### src/rtl/grid_pkg.sv
// ---------------------------------------------------------------------------
// grid_pkg
// Shared definitions for the board-game cursor/turn controller.
//   clog2        : ceiling log2, never less than 1 (usable for port widths)
//   next_player  : turn rotation 1..n, wrapping back to 1
//   PLAYER_NONE  : board value meaning "empty cell"
//   dir_e        : index of each direction button in the step vector
//   DEF_*        : default board geometry and player count
// ---------------------------------------------------------------------------
package grid_pkg;

  localparam int DEF_ROWS     = 3;
  localparam int DEF_COLS     = 3;
  localparam int DEF_NPLAYERS = 2;

  localparam int PLAYER_NONE  = 0;

  typedef enum logic [1:0] {
    DIR_L = 2'd0,
    DIR_R = 2'd1,
    DIR_U = 2'd2,
    DIR_D = 2'd3
  } dir_e;

  // Ceiling log2 with a floor of 1 so a 1-state range still gets a bit.
  function automatic int clog2(input int v);
    int r;
    r = 0;
    for (int i = 0; i < 31; i++) begin
      if ((1 << i) < v) r = i + 1;
    end
    return (r < 1) ? 1 : r;
  endfunction

  // Player after p among 1..n. Anything out of range restarts at player 1,
  // so the empty id can never be handed out as a turn.
  function automatic int next_player(input int p, input int n);
    return (p >= n || p <= PLAYER_NONE) ? 1 : p + 1;
  endfunction

endpackage

### src/rtl/btn_repeat.sv
// ---------------------------------------------------------------------------
// btn_repeat
// Rising-edge detector with optional hold-to-repeat for one debounced button.
//   clk    in  system clock
//   rst_n  in  asynchronous active-low reset (button treated as low before)
//   level  in  debounced button level
//   step   out combinational step event, consumed at the coming clk edge
// Parameters:
//   DLY  edges after the press edge before the first repeat (0 = no repeat)
//   PER  edges between later repeats (>=1)
// ---------------------------------------------------------------------------
module btn_repeat
  import grid_pkg::*;
#(
  parameter int DLY = 0,
  parameter int PER = 1
) (
  input  logic clk,
  input  logic rst_n,
  input  logic level,
  output logic step
);

  logic r_prev;
  logic w_press;

  assign w_press = level & ~r_prev;

  always_ff @(posedge clk or negedge rst_n) begin
    if (!rst_n) r_prev <= 1'b0;
    else        r_prev <= level;
  end

  generate
    if (DLY > 0) begin : g_rep
      localparam int CMAX = (DLY > PER) ? DLY : PER;
      localparam int CNTW = clog2(CMAX + 1);

      // Down-counter: edges remaining until the next repeat fires. Loaded
      // on the press edge so a fire lands exactly DLY edges later, then
      // reloaded with PER-1 on each fire.
      logic [CNTW-1:0] r_cnt;
      logic            w_fire;

      assign w_fire = level & r_prev & (r_cnt == '0);
      assign step   = w_press | w_fire;

      always_ff @(posedge clk or negedge rst_n) begin
        if (!rst_n)       r_cnt <= '0;
        else if (!level)  r_cnt <= '0;
        else if (w_press) r_cnt <= CNTW'(DLY - 1);
        else if (w_fire)  r_cnt <= CNTW'(PER - 1);
        else              r_cnt <= r_cnt - CNTW'(1);
      end
    end else begin : g_norep
      assign step = w_press;
    end
  endgenerate

endmodule

### src/rtl/grid_cursor_ctrl.sv
// ---------------------------------------------------------------------------
// grid_cursor_ctrl
// Cursor and turn controller between the button debouncers and the board
// memory / win checker.
//   clk, rst_n            clock, asynchronous active-low reset
//   btn_c/l/r/u/d         debounced button levels
//   cell_occupied         board content at addr is non-empty
//   game_over/draw/winner win checker status (held until new_game)
//   row, col, addr        cursor position, addr = {row,col}
//   wd                    current player id (1..NPLAYERS)
//   wen                   one-cycle write strobe for the board memory
//   new_game              one-cycle clear pulse for board and win checker
// ---------------------------------------------------------------------------
module grid_cursor_ctrl
  import grid_pkg::*;
#(
  parameter int ROWS       = DEF_ROWS,
  parameter int COLS       = DEF_COLS,
  parameter int NPLAYERS   = DEF_NPLAYERS,
  parameter int WRAP       = 1,
  parameter int REPEAT_DLY = 0,
  parameter int REPEAT_PER = 1,
  localparam int RW = clog2(ROWS),
  localparam int CW = clog2(COLS),
  localparam int PW = clog2(NPLAYERS + 1)
) (
  input  logic            clk,
  input  logic            rst_n,
  input  logic            btn_c,
  input  logic            btn_l,
  input  logic            btn_r,
  input  logic            btn_u,
  input  logic            btn_d,
  input  logic            cell_occupied,
  input  logic            game_over,
  input  logic            draw,
  input  logic [PW-1:0]   winner,
  output logic [RW-1:0]   row,
  output logic [CW-1:0]   col,
  output logic [RW+CW-1:0] addr,
  output logic [PW-1:0]   wd,
  output logic            wen,
  output logic            new_game
);

  logic [3:0]    w_lvl;
  logic [3:0]    w_step;
  logic          w_step_c;
  logic [RW-1:0] w_row_next;
  logic [CW-1:0] w_col_next;
  logic          w_place;
  logic          w_new;
  logic [PW-1:0] w_start_next;

  logic [RW-1:0] r_row;
  logic [CW-1:0] r_col;
  logic [PW-1:0] r_wd;
  logic [PW-1:0] r_starter;
  logic          r_wen;
  logic          r_new_game;

  assign w_lvl = {btn_d, btn_u, btn_r, btn_l};

  generate
    for (genvar gi = 0; gi < 4; gi++) begin : g_dir
      btn_repeat #(
        .DLY (REPEAT_DLY),
        .PER (REPEAT_PER)
      ) u_rep (
        .clk   (clk),
        .rst_n (rst_n),
        .level (w_lvl[gi]),
        .step  (w_step[gi])
      );
    end
  endgenerate

  btn_repeat #(
    .DLY (0),
    .PER (1)
  ) u_rep_c (
    .clk   (clk),
    .rst_n (rst_n),
    .level (btn_c),
    .step  (w_step_c)
  );

  // Column axis: opposing steps in the same cycle cancel.
  always_comb begin
    w_col_next = r_col;
    if (w_step[DIR_R] && !w_step[DIR_L]) begin
      if (r_col == CW'(COLS - 1)) w_col_next = (WRAP != 0) ? '0 : r_col;
      else                        w_col_next = r_col + CW'(1);
    end else if (w_step[DIR_L] && !w_step[DIR_R]) begin
      if (r_col == '0) w_col_next = (WRAP != 0) ? CW'(COLS - 1) : r_col;
      else             w_col_next = r_col - CW'(1);
    end
  end

  // Row axis, independent of the column axis.
  always_comb begin
    w_row_next = r_row;
    if (w_step[DIR_D] && !w_step[DIR_U]) begin
      if (r_row == RW'(ROWS - 1)) w_row_next = (WRAP != 0) ? '0 : r_row;
      else                        w_row_next = r_row + RW'(1);
    end else if (w_step[DIR_U] && !w_step[DIR_D]) begin
      if (r_row == '0) w_row_next = (WRAP != 0) ? RW'(ROWS - 1) : r_row;
      else             w_row_next = r_row - RW'(1);
    end
  end

  assign w_place = w_step_c & ~game_over & ~cell_occupied;
  assign w_new   = w_step_c & game_over;

  // Next game's starter: after a draw the opening rotates, otherwise the
  // player after the winner opens.
  assign w_start_next = draw ? PW'(next_player(int'(r_starter), NPLAYERS))
                             : PW'(next_player(int'(winner), NPLAYERS));

  always_ff @(posedge clk or negedge rst_n) begin
    if (!rst_n) begin
      r_row      <= '0;
      r_col      <= '0;
      r_wd       <= PW'(1);
      r_starter  <= PW'(1);
      r_wen      <= 1'b0;
      r_new_game <= 1'b0;
    end else begin
      r_row      <= w_row_next;
      r_col      <= w_col_next;
      r_wen      <= w_place;
      r_new_game <= w_new;
      // Starter is latched with the status seen at the press edge; wd
      // follows one edge later so the strobe cycle still shows the old id.
      if (w_new) r_starter <= w_start_next;
      if (r_new_game)  r_wd <= r_starter;
      else if (r_wen)  r_wd <= PW'(next_player(int'(r_wd), NPLAYERS));
    end
  end

  assign row      = r_row;
  assign col      = r_col;
  assign addr     = {r_row, r_col};
  assign wd       = r_wd;
  assign wen      = r_wen;
  assign new_game = r_new_game;

endmodule

### config.mk
export PLATFORM = sky130hd
export DESIGN_NAME = grid_cursor_ctrl
export DESIGN_NICKNAME = d
export VERILOG_FILES = /design/src/rtl/grid_pkg.sv /design/src/rtl/btn_repeat.sv /design/src/rtl/grid_cursor_ctrl.sv
export SDC_FILE = /design/constraint.sdc
export NUM_CORES = 1
export LEC_CHECK = 0
export CORE_UTILIZATION = 50
export DETAILED_ROUTE_END_ITERATION = 6
export DONT_BUFFER_PORTS = 1
export HOLD_SLACK_MARGIN = 0.15
export PLACE_DENSITY = 0.64
export SLEW_MARGIN = 5
export SYNTH_ARGS = -nofsm -noshare
export SYNTH_HDL_FRONTEND = slang
export SYNTH_SLANG_ARGS = --single-unit
### constraint.sdc
create_clock -name clk -period 1.5 [get_ports clk]
set_input_delay 0.225 -clock clk [delete_from_list [all_inputs] [get_ports clk]]
set_output_delay 0.225 -clock clk [all_outputs]
set_load 0.02 [all_outputs]
==> flow_summary.json <==
{
  "path_common_cell": "dlygate4sd3_1",
  "die_h_um": 40.4,
  "intPower_mw": 0.813,
  "status": "finished clean",
  "critPathRequiredTime_ns": 1.73,
  "pwr-share-clk_pct": 16.9,
  "cts_tree": "done",
  "slew_violations": 0,
  "ys_warn_count": 0,
  "first_pass_iters": 4,
  "relSlewSlack_pct": 55.8,
  "tightest_slew_ns": 0.661,
  "synthFlopType": "dfrtp_1",
  "post_cts_resized": 0,
  "yosysTopAreaCell": "dfrtp_1",
  "max_stage_delay_ns": 0.61,
  "io_buffers": 0,
  "h-tree-depth": 1,
  "cts_buffers": 3,
  "wl_per_cell_um": 12.9,
  "min_from": "draw",
  "finalWirelength_um": 1180,
  "cts_root_buf": "clkbuf_4",
  "synthArstFlopShare_pct": 100,
  "seq_power_share_pct": 44.5,
  "drt-vias-per-instance": 5.16,
  "min_path_type": "input port to flop",
  "critPathKind": "input port to flop",
  "die_w_um": 40.4,
  "fin_crit_sh_pct": 95.0,
  "grt_pass1_vias": 482,
  "finalSetupTns_ns": 0,
  "antenna_found_initial": 0,
  "reg2reg_slack_ns": 0.19,
  "syn_area_um2": 737,
  "finalCriticalPeriod_ns": 1.43,
  "grt-ovfl-total": 0,
  "clock.fmax_ghz": 0.701,
  "gp_congestion": 0.647,
  "core.rowCount": 13,
  "cts.sinks": 15,
  "die_area_um2": 1630,
  "synth_nets": 83,
  "skew_ns": 0.00579,
  "p_switching_mw": 0.545,
  "fin_ws_ns": 0.0744,
  "reg2regPathDepth": 2,
  "arrival_ns": 1.65,
  "hold_viol": 0,
  "critPathLaunchType": "input port",
  "core-area_um2": 1330,
  "grt_max_degree": 16,
  "p_sw_share_pct": 40.1,
  "cap_violations": 0,
  "crit_chain": "dlygate4sd3_1, nor4b_1, dlygate4sd3_1",
  "avgSynthCellArea_um2": 11.7,
  "setup_viol": 0,
  "placedCellCount": 78,
  "ir_drop_mv": 1.14,
  "clk_pin_slew_ns": 0.08,
  "clk_latency_ns": 0.29,
  "share_comb_of_total_power_pct": 38.5,
  "final_antenna_net_count": 0,
  "reg2reg_to": "wen",
  "fin_cells": 91,
  "dp_slack_ns": 0.305,
  "min_to": "r_starter[1]",
  "synth_top_area_share_pct": 44.1,
  "p_leak_nw": 0.426,
  "diodes": 0,
  "cpMaxStageDelayCell": "dlygate4sd3_1",
  "start_util_pct": 55.3,
  "area_growth_pct": 18.5,
  "drive_gt1_share_pct": 18.4,
  "grtUsageTotal_pct": 18.1,
  "nNetsFinal": 97,
  "synth-edff-count": 0,
  "clockBufferDepth": 2,
  "critPathMaxFanout": 3,
  "power_density_nw_per_um2": 1550,
  "syn_inst": 63,
  "grt_pass1_wl_um": 1820,
  "hpwl_um": 776,
  "drc_errors": 0,
  "synth-seq-area-share_pct": 51.3,
  "synthTopCellsByArea": "dfrtp_1 44%, ha_1 14%, dfstp_2 7.1%, buf_4 4.1%, o21ai_0 3.4%",
  "top_level_ports": 24,
  "holdPathStages": 2,
  "setup.worst_path.end_class": "flop",
  "ys_ff_latch": 15,
  "timing.hold.ws_ns": 0.196,
  "vias": 470,
  "r2r-start": "u_rep_c.r_prev",
  "drtIter0Drc": 2,
  "ys_types": 21,
  "rsz0062_at_grt": "no"
}
==> timing repair <==
item                                   CTS  global route
buffers inserted                         0             0
hold buffers                             9             0
endpoints found under the hold margin   23             0
==> power by group through the flow <==
stage	clock [mW]	sequential [mW]	combinational [mW]
after floorplan	0	0.672	0.365
after global placement	0	0.608	0.488
after detailed placement	0	0.611	0.499
after CTS	0.230	0.604	0.528
after global routing	0.254	0.622	0.599
final	0.230	0.604	0.523
==> kinds of logic after synthesis <==
| family | count (synthesis) | synth area share, % |
|---|---|---|
| and+or+nand+nor | 15 | 13.9 |
| muxes | 3 | 4.75 |
| DFF | 15 | 51.3 |
| buffers and inverters | 10 | 7.13 |
| AOI/OAI and AO/OA | 12 | 9.34 |
| adders and majority gates | 8 | 13.6 |
==> flip-flops by register name, summed over array words and instances, names as in the netlist <==
name	flops
g_dir.u_rep.r_prev	4
col	2
r_starter	2
row	2
wd	2
new_game	1
u_rep_c.r_prev	1
wen	1
==> worst max-delay path by stage <==
stage                  end  cells past startpoint  slack, ns                  start
global route           wen                      3       0.05                  btn_c
finish                 wen                      3       0.07                  btn_c
CTS                    wen                      3       0.08                  btn_c
global placement    col[1]                      4       0.31  g_dir[0].u_rep.r_prev
detailed placement  row[1]                      4       0.30  g_dir[2].u_rep.r_prev
floorplan           row[1]                      5       0.28                 row[0]
==> critical path, delay by kind of cell <==
kind                   cells  cell delay [ns]
buffers and inverters      2             1.19
AND/OR/NAND/NOR            1             0.24
==> Yosys cell counts, types with 2 or more instances <==
cell	instances
o21ai_0	5
ha_1	8
nand2_1	4
nand2b_1	3
inv_1	5
a211oi_1	2
nor2_1	2
a21oi_1	3
mux2i_1	2
dfstp_2	2
dfrtp_1	13
nor2b_1	2
buf_4	4
==> area by class of cell <==
type	instances	area, um^2
inverters	6	22.5
clock buffers	3	22.5
flip-flops and latches	15	378
multi-input cells	38	307
fillers	117	460
well taps	15	18.8
repair buffers	13	120
clock inverters	1	5.00
==> layout by cell type (no fill, tap or decap) <==
cell type / count
dfrtp_1: 13
nor4b_1: 1
a31oi_1: 1
a211oi_1: 2
a21o_1: 1
clkinv_2: 1
inv_2: 1
mux2_4: 1
inv_1: 5
mux2i_1: 2
clkbuf_4: 3
nor3b_2: 1
nand3b_1: 1
nor2_1: 2
dfstp_2: 2
nand3b_4: 1
nor2b_1: 2
dlygate4sd3_1: 9
buf_4: 4
nand2_1: 4
ha_1: 8
o21ai_0: 5
a21oi_1: 3
nand2b_1: 3
==> stage by stage <==
step	instance area, um^2	total power, mW	util [%]
final	873	1.36	65.5
after global placement	756	1.10	56.7
after detailed placement	756	1.11	56.7
after global routing	873	1.48	65.5
after CTS	873	1.36	65.5
after floorplan	737	1.04	-
==> routing by layer <==
metal / wire (um) / global-route usage [%] / vias up
met5: 0 / 0 / -
met4: 14 / 7.50 / 0
met3: 95 / 10.0 / 2
met2: 540 / 28.6 / 18
met1: 528 / 19.8 / 216
li1: - / - / 234
Power figures use the tool's default switching activity.
